## src/rtl/tpu_pkg.sv

```systemverilog
// Shared types and helpers for the weight-stationary MAC array.
// State encoding, drain length, saturating add and width legality.
package tpu_pkg;

  typedef enum logic [2:0] {
    S_IDLE,
    S_LOAD_W,
    S_COMPUTE,
    S_DRAIN,
    S_DONE
  } state_e;

  localparam int unsigned DRAIN_CYCLES = 2;

  // Working width for saturation math; accumulators must be narrower.
  localparam int unsigned SAT_W = 64;

  // Smallest accumulator that holds one full column sum without wrap.
  function automatic int unsigned acc_min_width(
    input int unsigned n,
    input int unsigned dw
  );
    return 2 * dw + $clog2(n);
  endfunction

  // Add two pre-extended operands and clamp to a w-bit range.
  function automatic logic [SAT_W-1:0] sat_add(
    input  logic [SAT_W-1:0] a,
    input  logic [SAT_W-1:0] b,
    input  int unsigned      w,
    input  logic             sgn,
    output logic             ovf
  );
    logic signed [SAT_W-1:0] s;
    logic signed [SAT_W-1:0] hi;
    logic signed [SAT_W-1:0] lo;
    logic [SAT_W-1:0]        one;
    logic [SAT_W-1:0]        res;
    one = SAT_W'(1);
    s   = $signed(a + b);
    if (sgn) begin
      hi = $signed((one << (w - 1)) - one);
      lo = ~hi;
    end else begin
      hi = $signed((one << w) - one);
      lo = '0;
    end
    ovf = 1'b0;
    res = s;
    if (s > hi) begin
      ovf = 1'b1;
      res = hi;
    end else if (s < lo) begin
      ovf = 1'b1;
      res = lo;
    end
    return res;
  endfunction

endpackage

```

## src/rtl/tpu_mac_column.sv

```systemverilog
// One output column: N multipliers, column adder, saturating accumulator.
// Products and sums are pipelined; the accumulate lands two edges after accept.
module tpu_mac_column
  import tpu_pkg::*;
#(
  parameter int unsigned N          = 4,
  parameter int unsigned DATA_WIDTH = 8,
  parameter int unsigned ACC_WIDTH  = 24
) (
  input  logic                      clk,
  input  logic                      rst_n,
  input  logic                      clr_i,
  input  logic                      sgn_i,
  input  logic                      en_i,
  input  logic [N*DATA_WIDTH-1:0]   x_i,
  input  logic [N*DATA_WIDTH-1:0]   w_i,
  output logic [ACC_WIDTH-1:0]      acc_o,
  output logic                      ovf_o
);

  localparam int unsigned DW = DATA_WIDTH;
  localparam int unsigned AW = ACC_WIDTH;
  localparam int unsigned PW = 2 * DW;

  logic [N-1:0][PW-1:0] prod_d;
  logic [N-1:0][PW-1:0] prod_q;
  logic [AW-1:0]        sum_d;
  logic [AW-1:0]        sum_q;
  logic [AW-1:0]        acc_d;
  logic [AW-1:0]        acc_q;
  logic                 sat_ovf;
  logic                 ovf_q;
  logic                 v1_q;
  logic                 v2_q;
  logic [SAT_W-1:0]     acc_x;
  logic [SAT_W-1:0]     sum_x;

  // Stage-1 products: one extra bit lets one signed multiply serve both modes.
  always_comb begin
    logic signed [DW:0] xe;
    logic signed [DW:0] we;
    prod_d = '0;
    for (int i = 0; i < N; i++) begin
      xe = {sgn_i & x_i[i*DW+DW-1], x_i[i*DW +: DW]};
      we = {sgn_i & w_i[i*DW+DW-1], w_i[i*DW +: DW]};
      prod_d[i] = PW'(xe * we);
    end
  end

  // Stage-2 column sum, each product extended to accumulator width.
  always_comb begin
    sum_d = '0;
    for (int i = 0; i < N; i++) begin
      if (sgn_i)
        sum_d = sum_d + {{(AW-PW){prod_q[i][PW-1]}}, prod_q[i]};
      else
        sum_d = sum_d + {{(AW-PW){1'b0}}, prod_q[i]};
    end
  end

  // Stage-3 saturating accumulate in a wide signed domain.
  always_comb begin
    acc_x = {{(SAT_W-AW){sgn_i & acc_q[AW-1]}}, acc_q};
    sum_x = {{(SAT_W-AW){sgn_i & sum_q[AW-1]}}, sum_q};
    acc_d = AW'(sat_add(acc_x, sum_x, AW, sgn_i, sat_ovf));
  end

  // Pipeline registers and the sticky per-column overflow.
  always_ff @(posedge clk or negedge rst_n) begin
    if (!rst_n) begin
      prod_q <= '0;
      sum_q  <= '0;
      acc_q  <= '0;
      ovf_q  <= 1'b0;
      v1_q   <= 1'b0;
      v2_q   <= 1'b0;
    end else begin
      v1_q <= en_i;
      v2_q <= v1_q;
      if (en_i) prod_q <= prod_d;
      if (v1_q) sum_q  <= sum_d;
      if (clr_i) begin
        acc_q <= '0;
        ovf_q <= 1'b0;
      end else if (v2_q) begin
        acc_q <= acc_d;
        ovf_q <= ovf_q | sat_ovf;
      end
    end
  end

  assign acc_o = acc_q;
  assign ovf_o = ovf_q;

endmodule

```

## src/rtl/tpu_mac_array.sv

```systemverilog
// Weight-stationary N x N MAC array with job FSM and valid/ready handshakes.
// Loads W row by row, streams K vectors, drains, then presents column sums.
module tpu_mac_array
  import tpu_pkg::*;
#(
  parameter int unsigned N          = 4,
  parameter int unsigned DATA_WIDTH = 8,
  parameter int unsigned ACC_WIDTH  = 24,
  parameter int unsigned CNT_WIDTH  = 16
) (
  input  logic                      clk,
  input  logic                      rst_n,
  input  logic                      start,
  input  logic [CNT_WIDTH-1:0]      vec_count,
  input  logic                      signed_mode,
  input  logic                      wt_valid,
  output logic                      wt_ready,
  input  logic [N*DATA_WIDTH-1:0]   wt_row,
  input  logic                      x_valid,
  output logic                      x_ready,
  input  logic [N*DATA_WIDTH-1:0]   x_vec,
  output logic [N*ACC_WIDTH-1:0]    acc_out,
  output logic                      out_valid,
  input  logic                      out_ready,
  output logic                      busy,
  output logic                      overflow
);

  localparam int unsigned DW  = DATA_WIDTH;
  localparam int unsigned RW  = (N > 1) ? $clog2(N) : 1;
  localparam int unsigned DRW = $clog2(DRAIN_CYCLES + 1);

  if (ACC_WIDTH < acc_min_width(N, DATA_WIDTH) || ACC_WIDTH >= SAT_W) begin : g_bad_acc
    $error("tpu_mac_array: ACC_WIDTH too small for N and DATA_WIDTH");
  end

  state_e                    state_q;
  state_e                    state_d;
  logic [RW-1:0]             row_q;
  logic [CNT_WIDTH-1:0]      rem_q;
  logic [DRW-1:0]            drn_q;
  logic                      sgn_q;
  logic [N-1:0][N*DW-1:0]    w_q;
  logic [N-1:0][N*DW-1:0]    w_col;
  logic [N-1:0][ACC_WIDTH-1:0] acc_col;
  logic [N-1:0]              ovf_col;
  logic                      job_go;
  logic                      wt_fire;
  logic                      x_fire;
  logic                      out_fire;
  logic                      last_row;

  assign job_go   = start && (state_q == S_IDLE);
  assign wt_fire  = wt_valid && wt_ready;
  assign x_fire   = x_valid && x_ready;
  assign out_fire = out_valid && out_ready;
  assign last_row = (row_q == RW'(N - 1));

  // State register.
  always_ff @(posedge clk or negedge rst_n) begin
    if (!rst_n) state_q <= S_IDLE;
    else        state_q <= state_d;
  end

  // Next-state logic; drain holds until the last accumulate has settled.
  always_comb begin
    state_d = state_q;
    unique case (state_q)
      S_IDLE:    if (start) state_d = S_LOAD_W;
      S_LOAD_W:  if (wt_fire && last_row)
                   state_d = (rem_q == '0) ? S_DONE : S_COMPUTE;
      S_COMPUTE: if (x_fire && rem_q == CNT_WIDTH'(1)) state_d = S_DRAIN;
      S_DRAIN:   if (drn_q == DRW'(DRAIN_CYCLES)) state_d = S_DONE;
      S_DONE:    if (out_fire) state_d = S_IDLE;
      default:   state_d = S_IDLE;
    endcase
  end

  // Handshake and status outputs decoded from state.
  always_comb begin
    wt_ready  = (state_q == S_LOAD_W);
    x_ready   = (state_q == S_COMPUTE) && (rem_q != '0);
    out_valid = (state_q == S_DONE);
    busy      = (state_q != S_IDLE);
  end

  // Job counters, latched mode and weight storage.
  always_ff @(posedge clk or negedge rst_n) begin
    if (!rst_n) begin
      row_q <= '0;
      rem_q <= '0;
      drn_q <= '0;
      sgn_q <= 1'b0;
      w_q   <= '0;
    end else begin
      if (job_go) begin
        row_q <= '0;
        rem_q <= vec_count;
        sgn_q <= signed_mode;
      end else begin
        if (wt_fire) begin
          w_q[row_q] <= wt_row;
          row_q      <= row_q + 1'b1;
        end
        if (x_fire) rem_q <= rem_q - 1'b1;
      end
      if (state_q == S_DRAIN) drn_q <= drn_q + 1'b1;
      else                    drn_q <= '0;
    end
  end

  // Transpose stored rows so each column sees W[0..N-1][j].
  always_comb begin
    w_col = '0;
    for (int j = 0; j < N; j++)
      for (int i = 0; i < N; i++)
        w_col[j][i*DW +: DW] = w_q[i][j*DW +: DW];
  end

  for (genvar j = 0; j < N; j++) begin : g_col
    tpu_mac_column #(
      .N          (N),
      .DATA_WIDTH (DATA_WIDTH),
      .ACC_WIDTH  (ACC_WIDTH)
    ) u_col (
      .clk   (clk),
      .rst_n (rst_n),
      .clr_i (job_go),
      .sgn_i (sgn_q),
      .en_i  (x_fire),
      .x_i   (x_vec),
      .w_i   (w_col[j]),
      .acc_o (acc_col[j]),
      .ovf_o (ovf_col[j])
    );
  end

  assign acc_out  = acc_col;
  assign overflow = |ovf_col;

endmodule

```

## config.mk

```make
export PLATFORM = sky130hd
export DESIGN_NAME = tpu_mac_array
export DESIGN_NICKNAME = d
export VERILOG_FILES = /design/src/rtl/tpu_pkg.sv /design/src/rtl/tpu_mac_column.sv /design/src/rtl/tpu_mac_array.sv
export SDC_FILE = /design/constraint.sdc
export NUM_CORES = 2
export LEC_CHECK = 0
export CORE_ASPECT_RATIO = 1.5
export CORE_MARGIN = 8
export CORE_UTILIZATION = 30
export CTS_BUF_LIST = sky130_fd_sc_hd__clkbuf_8
export CTS_CLUSTER_SIZE = 25
export DETAILED_ROUTE_END_ITERATION = 16
export PLACE_DENSITY = 0.42
export SLEW_MARGIN = 10
export SYNTH_ARGS = -nofsm -noshare
export SYNTH_HDL_FRONTEND = slang
export SYNTH_SLANG_ARGS = --single-unit
```

## constraint.sdc

```tcl
create_clock -name clk -period 13.84 [get_ports clk]
set_clock_uncertainty 0.1 [all_clocks]
set_input_delay 2.768 -clock clk [delete_from_list [all_inputs] [get_ports clk]]
set_output_delay 2.768 -clock clk [all_outputs]
set_load 0.1 [all_outputs]
```

==> impl_metrics.py <==
metrics = {
    "place": {
        "numPlacedInstances": 12800,
        "port_buffers": 187,
        "dpl.hpwl_um": 197000,
        "gpl.final_weighted_congestion": 0.830,
    },
    "clocking": {
        "cts_tree": "yes",
        "clock-root-buffer": "clkbuf_8",
        "clock_sink_count": 606,
        "cts.hold.buffers_added": 0,
        "clock_tree.buffer_depth": 4,
        "ctsResizeCount": 0,
        "htree_num_levels": 4,
        "postCtsSetupRepairBufs": 0,
        "clk_transition_reported_paths_ns": 0.05,
        "tritoncts_buffer_count": 140,
        "clk_latency_worst_skew_pair_ns": 0.91,
    },
    "worst_hold_path": {
        "min_delay_path_depth": 1,
        "timing.hold.worst.class": "register to register",
        "hold_path.startpoint": "drn_q[0]$_DFF_PN0_",
        "end_point_of_the_most_critical_hold_path": "drn_q[0]$_DFF_PN0_",
    },
    "sta": {
        "final.period_utilization": 0.574,
        "transition_time_of_the_tightest_slew_check_pin_ns": 1.13,
        "setup_violations": 0,
        "final.setup.tns_ns": 0,
        "grt_setup_unrepaired": "no",
        "slew_headroom": 0.244,
        "worst_hold_slack_ns": 0.329,
        "timing_max_transition_violations_final": 0,
        "max_clock_freq_mhz": 126,
        "final_hold_viol_count": 0,
        "finalWorstPathRequiredPeriod_ns": 7.95,
    },
    "route": {
        "ant_nets": 0,
        "via_per_inst": 4.81,
        "routed-via-count": 62600,
        "wl_um": 246000,
        "post_drt_wl_per_cell_um": 18.9,
        "dr.pass1.iters": 5,
        "drc_errors": 0,
        "drt_iter0_markers": 2577,
    },
    "worst_setup_path": {
        "worstSetupStartpointType": "primary input",
        "crit_start": "x_vec[15]",
        "worstReg2RegStart": "g_col[1].u_col.prod_q[0]$_DFFE_PN0P_",
        "critical_path.cell_chain": "buf_2 -> buf_4 -> and2_1 -> nand2_1 -> fa_1 -> inv_1 -> fa_1 -> inv_1 -> fa_1 -> inv_1 -> fa_1 -> fa_1 -> ha_1 -> inv_1 -> nor2_1 -> nor2_1 -> o21bai_1 -> a21oi_1 -> o21bai_1 -> a21oi_1 -> o21bai_1 -> a21oi_1 -> xnor2_1 -> o21ai_0",
        "regToRegSetupSlack_ns": 6.61,
        "worst_setup_path_end_kind": "register",
        "critical-path-top-cell-by-count": "fa_1",
        "critical_path.reg2reg.endpoint": "g_col[1].u_col.sum_q[22]$_DFFE_PN0P_",
        "critical_path.max_stage_delay_ns": 0.72,
        "critical_path.top_delay_family": "adder cells",
        "worst_path_max_delay_cell": "and2_1",
        "criticalPathCategory": "primary input to register",
        "cp.buffers_inverters": 6,
        "cp_data_required_time_ns": 14.44,
        "worstPathMaxFanout": 29,
        "cp.arrival_ns": 8.55,
        "ff2ff_path_depth": 27,
    },
    "finish": {
        "final_layout_size_suffix_gt1_frac": 0.0704,
        "most-common-layout-cells": "inv_1 (1304), nand2_1 (1260), fa_1 (1024), ha_1 (911), dfrtp_1 (603)",
        "final-instance-count-excl-fill": 13000,
        "filler_cell_count": 28700,
        "synthToLayoutAreaGrowth_pct": 10.3,
        "final_core_utilization": 0.332,
        "leading_cell_type_in_the_layout_fill_and_taps_excluded": "inv_1",
        "finish.net_count": 11200,
    },
    "floorplan": {
        "core.rowCount": 236,
        "floorplan.die.height_um": 660,
        "die_area_sq_um": 294000,
        "die_x_um": 446,
        "core_area_sq_um": 275000,
        "boundaryPins": 188,
        "start_util": 0.301,
    },
    "flow_run": {
        "max_cap_viol_count": 0,
    },
    "synth": {
        "synth.distinct_cells": 91,
        "post_synth_inst_count": 9210,
        "yosys_warnings": 0,
        "syn_nets": 11200,
        "postSynthAreaPerCell_sq_um": 9.01,
        "async_reset_ff_frac": 1.00,
        "ys_ff_latch": 606,
        "mappedNetlistArea_sq_um": 83000,
        "ys_seq_area_frac": 0.183,
        "synth_enable_flop_cells": 0,
        "ys_dominant_reg_cell": "dfrtp_1",
    },
    "global_route": {
        "grt_usage": 0.167,
        "grt_first_pass_wirelength_um": 389000,
        "grt.overflow.total": 0,
        "grt_max_degree": 131,
        "grt_antenna_before_repair": 23,
        "vias_in_the_first_global_route": 67800,
    },
    "status": {
        "run_status": "finished clean",
    },
}
per-layer routing:
layer	share of wire	wire length [um]	track usage	up-vias
met5	0.000053	13	0	-
met4	0.028	6990	0.0451	2
met3	0.030	7300	0.0171	345
met2	0.50	124000	0.303	858
met1	0.44	108000	0.210	31400
li1	-	-	-	30000
cells in the mapped netlist, types with 19 or more instances:
| cell type | n | area [sq um] |
|---|---|---|
| xor2_1 | 95 | 832 |
| a21oi_1 | 455 | 2280 |
| a31oi_1 | 50 | 313 |
| inv_1 | 1278 | 4800 |
| o21a_1 | 52 | 390 |
| o22ai_1 | 19 | 119 |
| fa_1 | 1024 | 20500 |
| a21boi_0 | 23 | 173 |
| nand2b_1 | 41 | 257 |
| nand3_1 | 102 | 510 |
| nand4_1 | 22 | 138 |
| or2_2 | 125 | 782 |
| ha_1 | 911 | 11400 |
| nor2_1 | 312 | 1170 |
| mux2_2 | 206 | 2320 |
| nor2b_1 | 47 | 294 |
| o21bai_1 | 134 | 1010 |
| a211oi_1 | 35 | 263 |
| buf_1 | 34 | 128 |
| nor3_1 | 101 | 505 |
| o21ai_0 | 413 | 2070 |
| nand2_1 | 1265 | 4750 |
| clkbuf_1 | 328 | 1230 |
| and3_1 | 96 | 601 |
| xnor2_1 | 457 | 4000 |
| dfrtp_1 | 606 | 15200 |
| o211ai_1 | 36 | 270 |
| and2_1 | 491 | 3070 |
| a21o_1 | 107 | 803 |
| or3_1 | 30 | 188 |
worst reg2reg max path: cells and delay by family (launching register included):
family,cells,cell delay (ns)
xor gates and xnor gates,2,0.37
AOI/OAI and AO/OA,15,3.80
and+or+nand+nor,4,0.94
adders and majority gates,4,1.21
buffers and inverters,1,0.06
muxes,1,0.28
DFF,1,0.37
state kept, by name (all words and copies together), names as in the netlist, 2 cells and up:
| signal | count |
|---|---|
| row_q | 2 |
| g_col.u_col.acc_o | 96 |
| drn_q | 2 |
| g_col.u_col.ovf_o | 4 |
| g_col.u_col.sum_q | 96 |
| g_col.u_col.prod_q | 256 |
| state_q | 3 |
| rem_q | 16 |
| w_col | 128 |
worst max path at each step:
stage / end / slack (ns) / cells past startpoint
global route: g_col[2].u_col.prod_q[31]$_DFFE_PN0P_ / 5.59 / 24
CTS: g_col[2].u_col.prod_q[31]$_DFFE_PN0P_ / 5.89 / 24
finish: g_col[2].u_col.prod_q[31]$_DFFE_PN0P_ / 5.89 / 24
detailed placement: g_col[2].u_col.prod_q[31]$_DFFE_PN0P_ / 4.91 / 24
global placement: g_col[2].u_col.prod_q[31]$_DFFE_PN0P_ / 4.86 / 24
floorplan: g_col[1].u_col.prod_q[15]$_DFFE_PN0P_ / 6.16 / 23
metrics by stage:
stage	setup slack (ns)	instance area (sq um)
2_1_floorplan	6.16	83000
5_1_grt	5.59	91600
3_5_place_dp	4.91	88600
3_3_place_gp	4.86	88600
4_1_cts	5.89	91600
6_report	5.89	91600
cell type report:
type                    instances  area, sq um  area share
diodes                          7         17.5    0.000191
clock buffers                 172         2370      0.0259
clock inverters                63          581     0.00634
inverters                    1280         4810      0.0525
multi-input cells            6941        61600       0.673
flip-flops and latches        606        15200       0.166
well taps                    3689         4620      0.0504
repair buffers                256         2390      0.0262
logic make-up after synthesis:
kind of cell	synth area share
adders and majority gates	0.384
muxes	0.0287
xor gates and xnor gates	0.0588
and+or+nand+nor	0.155
DFF	0.183
AOI/OAI and AO/OA	0.115
buffers and inverters	0.0756
Power is not shown: default switching activity piles up to over one toggle a cycle in this logic, so the estimate is an artifact.
